==> config.mk <==
export PLATFORM = sky130hd
export DESIGN_NAME = maze_env_step_flat
export DESIGN_NICKNAME = d
export VERILOG_FILES = /design/src/rtl/maze_env_step_if.sv /design/src/rtl/maze_env_step.sv /design/src/flat_wrapper.sv
export SDC_FILE = /design/constraint.sdc
export NUM_CORES = 1
export LEC_CHECK = 0
export ABC_AREA = 1
export ABC_CLOCK_PERIOD_IN_PS = 3180
export CAP_MARGIN = 5
export CORE_MARGIN = 2
export CORE_UTILIZATION = 40
export DETAILED_ROUTE_END_ITERATION = 12
export PLACE_DENSITY = 0.7
export REMOVE_ABC_BUFFERS = 1
export SLEW_MARGIN = 40
export SYNTH_ARGS = -nofsm -noshare
export SYNTH_HDL_FRONTEND = slang
export SYNTH_SLANG_ARGS = --single-unit
==> constraint.sdc <==
create_clock -name clk -period 3.18 [get_ports clk]
set_input_delay 0.477 -clock clk [delete_from_list [all_inputs] [get_ports clk]]
set_output_delay 0.477 -clock clk [all_outputs]
set_load 0.05 [all_outputs]
==> src/rtl/maze_env_step_if.sv <==
// Action handshake between the agent core and the maze step engine.
interface maze_env_step_if;
  logic       action_valid;
  logic [1:0] action;
  logic       action_ready;

  modport master (
    output action_valid,
    output action,
    input  action_ready
  );

  modport slave (
    input  action_valid,
    input  action,
    output action_ready
  );
endinterface

==> src/rtl/maze_env_step.sv <==
// Grid-world step engine: 10x10 maze with edge/obstacle rules,
// reward and episode-termination reporting per accepted action.
module maze_env_step #(
  parameter int unsigned START_LOC   = 0,
  parameter int unsigned GOAL_LOC    = 99,
  parameter logic [99:0] OBSTACLES   = '0,
  parameter int unsigned MAX_STEPS   = 200,
  parameter int          REWARD_GOAL = 100,
  parameter int          REWARD_STEP = -1,
  parameter int          REWARD_WALL = -5
) (
  input  logic                  clk,
  input  logic                  rst_n,
  input  logic                  ep_start,
  maze_env_step_if.slave        act,
  output logic [7:0]            state,
  output logic                  state_valid,
  output logic [7:0]            reward,
  output logic                  done,
  output logic                  timeout,
  output logic [7:0]            step_count
);

  localparam logic [3:0] START_ROW = 4'(START_LOC / 10);
  localparam logic [3:0] START_COL = 4'(START_LOC % 10);
  localparam logic [7:0] START_IDX = 8'(START_LOC);
  localparam logic [6:0] GOAL_CELL = 7'(GOAL_LOC);
  localparam logic [7:0] MAX_CNT   = 8'(MAX_STEPS);
  localparam logic [7:0] RW_GOAL   = 8'(REWARD_GOAL);
  localparam logic [7:0] RW_STEP   = 8'(REWARD_STEP);
  localparam logic [7:0] RW_WALL   = 8'(REWARD_WALL);
  // Start and goal cells are always enterable.
  localparam logic [99:0] BLOCKED  = OBSTACLES
                                   & ~(100'd1 << START_LOC)
                                   & ~(100'd1 << GOAL_LOC);

  typedef enum logic [2:0] {
    S_IDLE,
    S_START,
    S_WAIT,
    S_MOVE,
    S_RESP
  } fsm_e;

  fsm_e       fsm_q, fsm_d;
  logic [3:0] row_q, row_d;
  logic [3:0] col_q, col_d;
  logic [1:0] act_q, act_d;
  logic [7:0] state_q, state_d;
  logic [7:0] reward_q, reward_d;
  logic [7:0] count_q, count_d;
  logic       valid_q, valid_d;
  logic       ready_q, ready_d;
  logic       done_q, done_d;
  logic       tmo_q, tmo_d;

  logic [3:0] nrow, ncol;
  logic       hit_edge;
  logic [6:0] cand;
  logic       blocked;
  logic       at_goal;
  logic [7:0] count_inc;

  always_comb begin
    nrow     = row_q;
    ncol     = col_q;
    hit_edge = 1'b0;
    case (act_q)
      2'd0: if (row_q == 4'd0) hit_edge = 1'b1;
            else nrow = row_q - 4'd1;
      2'd1: if (col_q == 4'd9) hit_edge = 1'b1;
            else ncol = col_q + 4'd1;
      2'd2: if (row_q == 4'd9) hit_edge = 1'b1;
            else nrow = row_q + 4'd1;
      default: if (col_q == 4'd0) hit_edge = 1'b1;
               else ncol = col_q - 4'd1;
    endcase
  end

  // row*10 + col via shifts
  assign cand = {nrow, 3'b000}
              + {2'b00, nrow, 1'b0}
              + {3'b000, ncol};
  assign blocked   = hit_edge | BLOCKED[cand];
  assign at_goal   = ~blocked & (cand == GOAL_CELL);
  assign count_inc = (count_q == MAX_CNT) ? count_q
                                          : count_q + 8'd1;

  always_comb begin
    fsm_d    = fsm_q;
    row_d    = row_q;
    col_d    = col_q;
    act_d    = act_q;
    state_d  = state_q;
    reward_d = reward_q;
    count_d  = count_q;
    valid_d  = 1'b0;
    done_d   = done_q;
    tmo_d    = tmo_q;
    if (ep_start && fsm_q != S_START) begin
      fsm_d = S_START;
    end else begin
      unique case (fsm_q)
        S_IDLE: fsm_d = S_IDLE;
        S_START: begin
          row_d    = START_ROW;
          col_d    = START_COL;
          state_d  = START_IDX;
          reward_d = 8'd0;
          count_d  = 8'd0;
          done_d   = 1'b0;
          tmo_d    = 1'b0;
          valid_d  = 1'b1;
          fsm_d    = S_RESP;
        end
        S_WAIT: begin
          if (act.action_valid && act.action_ready) begin
            act_d = act.action;
            fsm_d = S_MOVE;
          end
        end
        S_MOVE: begin
          count_d = count_inc;
          valid_d = 1'b1;
          fsm_d   = S_RESP;
          if (blocked) begin
            reward_d = RW_WALL;
          end else begin
            row_d    = nrow;
            col_d    = ncol;
            state_d  = {1'b0, cand};
            reward_d = at_goal ? RW_GOAL : RW_STEP;
          end
          done_d = at_goal | (count_inc == MAX_CNT);
          tmo_d  = ~at_goal & (count_inc == MAX_CNT);
        end
        S_RESP: fsm_d = done_q ? S_IDLE : S_WAIT;
        default: fsm_d = S_IDLE;
      endcase
    end
    ready_d = (fsm_d == S_WAIT);
  end

  always_ff @(posedge clk or negedge rst_n) begin
    if (!rst_n) begin
      fsm_q    <= S_IDLE;
      row_q    <= START_ROW;
      col_q    <= START_COL;
      act_q    <= 2'd0;
      state_q  <= START_IDX;
      reward_q <= 8'd0;
      count_q  <= 8'd0;
      valid_q  <= 1'b0;
      ready_q  <= 1'b0;
      done_q   <= 1'b0;
      tmo_q    <= 1'b0;
    end else begin
      fsm_q    <= fsm_d;
      row_q    <= row_d;
      col_q    <= col_d;
      act_q    <= act_d;
      state_q  <= state_d;
      reward_q <= reward_d;
      count_q  <= count_d;
      valid_q  <= valid_d;
      ready_q  <= ready_d;
      done_q   <= done_d;
      tmo_q    <= tmo_d;
    end
  end

  assign act.action_ready = ready_q & ~ep_start;
  assign state            = state_q;
  assign state_valid      = valid_q;
  assign reward           = reward_q;
  assign done             = done_q;
  assign timeout          = tmo_q;
  assign step_count       = count_q;

endmodule

==> src/flat_wrapper.sv <==
// flat-port wrapper written by rule: the top's interface ports become plain ports
module maze_env_step_flat 
#(
  parameter int unsigned START_LOC   = 0,
  parameter int unsigned GOAL_LOC    = 99,
  parameter logic [99:0] OBSTACLES   = '0,
  parameter int unsigned MAX_STEPS   = 200,
  parameter int          REWARD_GOAL = 100,
  parameter int          REWARD_STEP = -1,
  parameter int          REWARD_WALL = -5
)
  (clk, rst_n, ep_start, state, state_valid, reward, done, timeout, step_count, act_action_valid, act_action, act_action_ready);
  maze_env_step_if act_i ();
  input  logic clk;
  input  logic rst_n;
  input  logic ep_start;
  output logic [7:0] state;
  output logic state_valid;
  output logic [7:0] reward;
  output logic done;
  output logic timeout;
  output logic [7:0] step_count;
  input wire logic [$bits(act_i.action_valid)-1:0] act_action_valid;
  input wire logic [$bits(act_i.action)-1:0] act_action;
  output wire logic [$bits(act_i.action_ready)-1:0] act_action_ready;
  assign act_i.action_valid = act_action_valid;
  assign act_i.action = act_action;
  assign act_action_ready = act_i.action_ready;
  maze_env_step #(.START_LOC(START_LOC), .GOAL_LOC(GOAL_LOC), .OBSTACLES(OBSTACLES), .MAX_STEPS(MAX_STEPS), .REWARD_GOAL(REWARD_GOAL), .REWARD_STEP(REWARD_STEP), .REWARD_WALL(REWARD_WALL)) u_core (.clk(clk), .rst_n(rst_n), .ep_start(ep_start), .act(act_i), .state(state), .state_valid(state_valid), .reward(reward), .done(done), .timeout(timeout), .step_count(step_count));
endmodule
---- Word-level counts from Yosys, hierarchy flattened ----
Memories as Yosys holds them, arrays and structs flattened.
Cells that the tools add are included.
W data, S select, Z words.
cells by class
  $add $sub $neg .......................... 7
  $lt $le $gt $ge ......................... 1
  eq/ne operators ......................... 14
  multiplexer cells ....................... 31
  bitwise gates (word level) .............. 9
  reductions and logical operators ........ 11
operator list
  kind                   number
  $pmux W8 S2            3
  $mux W8                4
  $pmux W4 S2            4
  $mux W4                6
  $eq A8 B8 Y1 const B   2
  $eq A3 B2 Y1 const B   3
  $pmux W3 S3            1
  $add A4 B1 Y4 const B  2
  $add A8 B1 Y8 const B  1
  $eq A4 B4 Y1 const B   2
  $logic_not A4 Y1       2
  $lt A7 B8 Y1 const B   1
  $sub A4 B1 Y4 const B  2
  $add A7 B4 Y7          1
  $add A7 B5 Y7          1
  $eq A7 B7 Y1 const B   1
  $mux W1                7
  $mux W3                2
  $reduce_and A3 Y1      2
  $not A1 Y1             4
  $pmux W1 S2            2
  $reduce_or A2 Y1       2
  $and A1 B1 Y1          3
  $eq A3 B1 Y1 const B   1
  other kinds (12)       14
storage, ports and cells
  bits in registers ....................... 41
  bits in read-only memories .............. 128
  bits of input ports ..................... 6
  output and inout bits ................... 28
  word-level logic and storage cells ...... 85
  memories ................................ 1
memories
  name             words  bits a word  rd ports  clocked after memory_dff  write ports  line                 source
  (no name shown)  128    1            1         0                         0            maze_env_step.sv:84  assign blocked = hit_edge | BLOCKED[cand];

---- Depth between registers and ports, before layout ----
  depth in word-level cells ............... 13
  depth in mapped cells ................... 22
  depth with buffers taken out ............ 22

---- Least setup slack after synthesis ----
Ideal clock, no wire load.
  path type ............................... flip-flop to flip-flop
  start ................................... register u_core.row_q[0]
  end ..................................... register u_core.tmo_q, in the netlist u_core.timeout
  setup time .............................. 0.118 ns
  arrival time ............................ 2.771 ns
  data required time ...................... 3.062 ns
  path slack .............................. 0.292 ns
  stages on the path, launching flop included .. 16
  path buffers ............................ 0
  period minus slack after synthesis ...... 2.888 ns
  cell sequence ........................... dfrtp_1 > inv_1 > ha_1 > nand2_1 > nand2_1 > nand2_1 > xor2_1 > fa_1 > fa_1 > nand3_1 > nor2_1 > nand2_2 > nor2_1 > nand2_1 > nand3_1 > nand2_1
between the ends
  cells in the longest elaborated chain, start to end .. 13
  elaborated cells on any way between the ends .. 21
  classes of those cells .................. add/sub (4); eq/ne (2); mux (8); bitwise (5); reduce/logical (1); memory (1)
ends and longest elaborated chain
  what                                   line                                      source
  start, declared                        maze_env_step.sv:46                       logic [3:0] row_q, row_d;
  start signal, assigned                 maze_env_step.sv:159                      row_q <= row_d;
  $add A4 B1 Y4 (tied with other cells)  maze_env_step.sv:74                       else nrow = row_q + 4'd1;
  $mux W4 (on tied branches)             maze_env_step.sv:73, maze_env_step.sv:69
  $pmux W4 S2                            maze_env_step.sv:68                       case (act_q)
  $add A7 B5 Y7                          maze_env_step.sv:82                       + {2'b00, nrow, 1'b0}
  $add A7 B4 Y7                          maze_env_step.sv:83                       + {3'b000, ncol};
  $mem_v2 Z128 W1                        --
  $mux W1 (not written as such)          maze_env_step.sv:84
  $or A1 B1 Y1                           maze_env_step.sv:84
  $not A1 Y1                             maze_env_step.sv:85                       assign at_goal = ~blocked & (cand == GOAL_CELL);
  $and A1 B1 Y1 (*)                      maze_env_step.sv:85
  $not A1 Y1 (*)                         maze_env_step.sv:135                      tmo_d = ~at_goal & (count_inc == MAX_CNT);
  $and A1 B1 Y1 (*)                      maze_env_step.sv:135
  $pmux W1 S2 (*)                        maze_env_step.sv:103                      unique case (fsm_q)
  end signal, assigned                   maze_env_step.sv:168                      tmo_q <= tmo_d;
  end, declared                          maze_env_step.sv:55                       logic tmo_q, tmo_d;
Every way passes the cells marked *; elsewhere a longest branch is shown, timed or not. The select of a mux whose other input is x is not followed.
A chain may end at the register's enable or synchronous reset.

---- Final worst setup path ----
  start ................................... register u_core.row_q[1]
  end ..................................... register u_core.reward_q[4], in the netlist u_core.reward[4]
between the ends
  cells in the longest elaborated chain, start to end .. 13
  elaborated cells on any way between the ends .. 21
  classes of those cells .................. add/sub (4); eq/ne (2); mux (10); bitwise (3); reduce/logical (1); memory (1)
ends and longest elaborated chain
  what                                   line                                      source
  $add A4 B1 Y4 (tied with other cells)  maze_env_step.sv:74
  $mux W4 (on tied branches)             maze_env_step.sv:73, maze_env_step.sv:69
  $pmux W4 S2                            maze_env_step.sv:68
  $add A7 B5 Y7                          maze_env_step.sv:82
  $add A7 B4 Y7                          maze_env_step.sv:83
  $mem_v2 Z128 W1                        --
  $mux W1 (not written as such)          maze_env_step.sv:84
  $or A1 B1 Y1                           maze_env_step.sv:84
  $not A1 Y1                             maze_env_step.sv:85
  $and A1 B1 Y1                          maze_env_step.sv:85
  $mux W8                                maze_env_step.sv:132                      reward_d = at_goal ? RW_GOAL : RW_STEP;
  $mux W8 (*)                            maze_env_step.sv:126                      if (blocked) begin
  $pmux W8 S2 (*)                        maze_env_step.sv:103
  end signal, assigned                   maze_env_step.sv:163                      reward_q <= reward_d;
  end, declared                          maze_env_step.sv:50                       logic [7:0] reward_q, reward_d;
Marked as above.

==> metrics.yaml <==
floorplanning:
  placeableCoreArea_sq_um: 5920
  start_util: 0.413
  row_count: 28
  ios: 34
  dieArea_sq_um: 6750
  die_x_um: 82.2
  die_y_um: 82.2
drt:
  vias: 2233
  postRouteAntennaNets: 0
  first_pass_iters: 4
  wl_per_cell_um: 12.4
  met2_length_mm: 2.79
  drt-total-wl_mm: 5.45
  route.met3.wl_um: 222
  met1_length_mm: 2.31
  routed_via_density: 5.09
  top_layer_used: "met4"
  drt_iter0_drc: 83
  drc: 0
yosys:
  yosysTopAreaCellShare: 0.348
  synth_area_per_cell_sq_um: 7.61
  synth_edf_count: 0
  syn-instance-count: 321
  yosys.area.top_type: "dfrtp_1"
  yosysWarnings: 0
  synth_area_leaders: "dfrtp_1 (35%), nand2_1 (13%), ha_1 (7.7%)"
  synth_async_sr_flop_share: 1.00
  synth_seq_cells: 34
  syn-cell-area_sq_um: 2440
  yosysSeqAreaShare: 0.348
  yosysMostFrequentCell: "nand2_1"
  synth_ff_type: "dfrtp_1"
  synth_cell_types: 34
  synthTopCellsByCount: "nand2_1 (87), inv_1 (38), dfrtp_1 (34)"
worst_setup_path:
  arrival_ps: 3180
  path_buf_inv: 3
  path_cells: "inv_4, ha_1, nand3_2, nand2_2, nand2_4, o21bai_4, inv_1, ha_1, ha_2, inv_1, fa_1, xnor2_1, nor2_1, nand2_2, nor2_2, nand2_1, nand2_1, nand2_1"
  crit_fanout: 4
  timing.critical_path.mode_cell: "nand2_1"
  cp_slowest_cell: "fa_1"
  startpoint_type: "register"
  path_class: "reg2reg"
  crit_family: "adder cells"
  max_stage_delay_ps: 450
  end_kind: "register"
  cp.required_ps: 3360
status:
  status: "finished clean"
sta:
  tightest_slew_ps: 529
  setup_tns_ps: 0
  layout_min_cycle_time_ps: 3000
  min_period_over_period: 0.943
  hold_viol_final: 0
  clock_skew_ps: 13.9
  relSlewSlack: 0.646
  finalSetupViolCount: 0
  fmax_mhz: 334
  maxSlewViolCount: 0
clocking:
  htreeDepth: 2
  clk_pin_slew_ps: 80
  root_buffer: "clkbuf_8"
  numCtsBuffers: 5
  cts_sinks: 34
  cts_tree: "yes"
  clkLatencyLatePin_ps: 290
  postCtsHoldBufs: 0
  clk_path_buf_depth: 2
power:
  internal_power_uw: 736
  leakagePower_nw: 1.54
  seqPwrFrac: 0.439
  combPwrFrac: 0.180
  swShare: 0.285
  powerDensity_nw_per_um2: 332
  vdd_drop_max_uv: 161
  p_switching_uw: 293
  clock_power_share: 0.381
layout:
  instances_no_fill: 439
  layout-drive-gt1-share: 0.242
  layout.nets: 386
  area_growth_pct: 26.8
  diodes: 0
grt:
  grt_usage: 0.170
  grt_max_degree: 35
  grt_pass1_vias: 2063
  overflow: 0
  antenna_found_initial: 0
  grt_pass1_wl_mm: 8.98
place:
  place_hpwl_mm: 4.07
  place.gp.congestion: 0.963
  post-place-cells: 424
  io_buffer_count: 32
run:
  maxCapViolCount: 0
hold_path:
  hold_class: "reg2reg"
==> sequential cells by signal, indices dropped and copies added (netlist names) <==
signal,cells
u_core.act_q,2
u_core.col_q,4
u_core.done,1
u_core.fsm_q,3
u_core.ready_q,1
u_core.reward,3
u_core.row_q,4
u_core.state,6
u_core.state_valid,1
u_core.step_count,8
u_core.timeout,1
==> routing by layer <==
layer / track usage / vias to the layer above
li1: - / 1112
met1: 0.198 / 1040
met2: 0.307 / 67
met3: 0.0304 / 14
met4: 0.0717 / 0
met5: 0 / -
==> cell families (layout without fill, tap and decap cells) <==
kind of cell    Yosys count  in the layout  share of synthesized area
simple gates            162            162                      0.311
other cells               1              1                    0.00153
compound gates           42             42                      0.122
fa+ha+maj                17             17                     0.0932
xor+xnor                  5              5                     0.0179
flops                    34             34                      0.348
buf+inv                  60            103                      0.106
==> placed cells by master, fill, tap and decap left out, drive strengths merged, types with 2 or more instances in the layout <==
cell type / synthesis / final
a21oi: 10 / 10
ha: 15 / 15
clkinv: 2 / 4
fa: 2 / 2
clkdlybuf4s50: 0 / 32
o22ai: 13 / 13
nor3: 3 / 3
nor2: 27 / 27
nand2: 97 / 97
buf: 9 / 12
a211oi: 2 / 2
inv: 49 / 49
o211ai: 2 / 2
o21ai: 13 / 13
xor2: 4 / 4
dfrtp: 34 / 34
nand3: 27 / 27
nand4: 6 / 6
clkbuf: 0 / 5
==> final timing paths <==
kind	startpoint	endpoint	slack, ps	cells after the start
worst max-delay path	u_core.row_q[1]	u_core.reward[4]	180	18
worst min-delay path	u_core.state[1]	u_core.state[1]	480	2
worst max register to register	u_core.row_q[1]	u_core.reward[4]	180	18
worst min register to register	u_core.state[1]	u_core.state[1]	480	2
max in group asynchronous	rst_n	u_core.col_q[1]	2240	2
min in group asynchronous	rst_n	u_core.step_count[7]	610	2
==> repair_timing <==
action,CTS,global route
setup buffers,0,7
gates resized for setup,0,34
endpoints found under the setup margin,0,4
==> stage by stage <==
step	util	total power [mW]	hold WS (ps)	setup slack [ps]	cell area, sq um
finish	0.523	1.03	475	182	3100
global route	0.523	1.08	515	-66.1	3100
CTS	0.497	1.03	481	115	2940
detailed placement	0.478	0.635	463	134	2830
global placement	0.478	0.631	459	177	2830
floorplan	-	0.575	181	-60.4	2380
==> power by group through the flow <==
stage	clock (mW)	combinational, mW	sequential (mW)
2_1_floorplan	0	0.0886	0.487
5_1_grt	0.420	0.204	0.453
3_5_place_dp	0	0.175	0.460
3_3_place_gp	0	0.172	0.459
4_1_cts	0.403	0.176	0.452
6_report	0.392	0.185	0.452
==> layout make-up <==
type,instances,area (sq um)
clock buffers,5,68.8
multi-input cells,227,1430
clock inverters,3,40.0
well taps,75,93.8
inverters,51,199
repair buffers,44,410
flip-flops and latches,34,855
fillers,534,2820
==> worst min-delay path, cell delays in order, from the launching register on <==
cell,delay [ps]
dfrtp_1,340
nand2_1,50
nand2_1,50
Note: power is estimated with default switching activity, not from simulation.
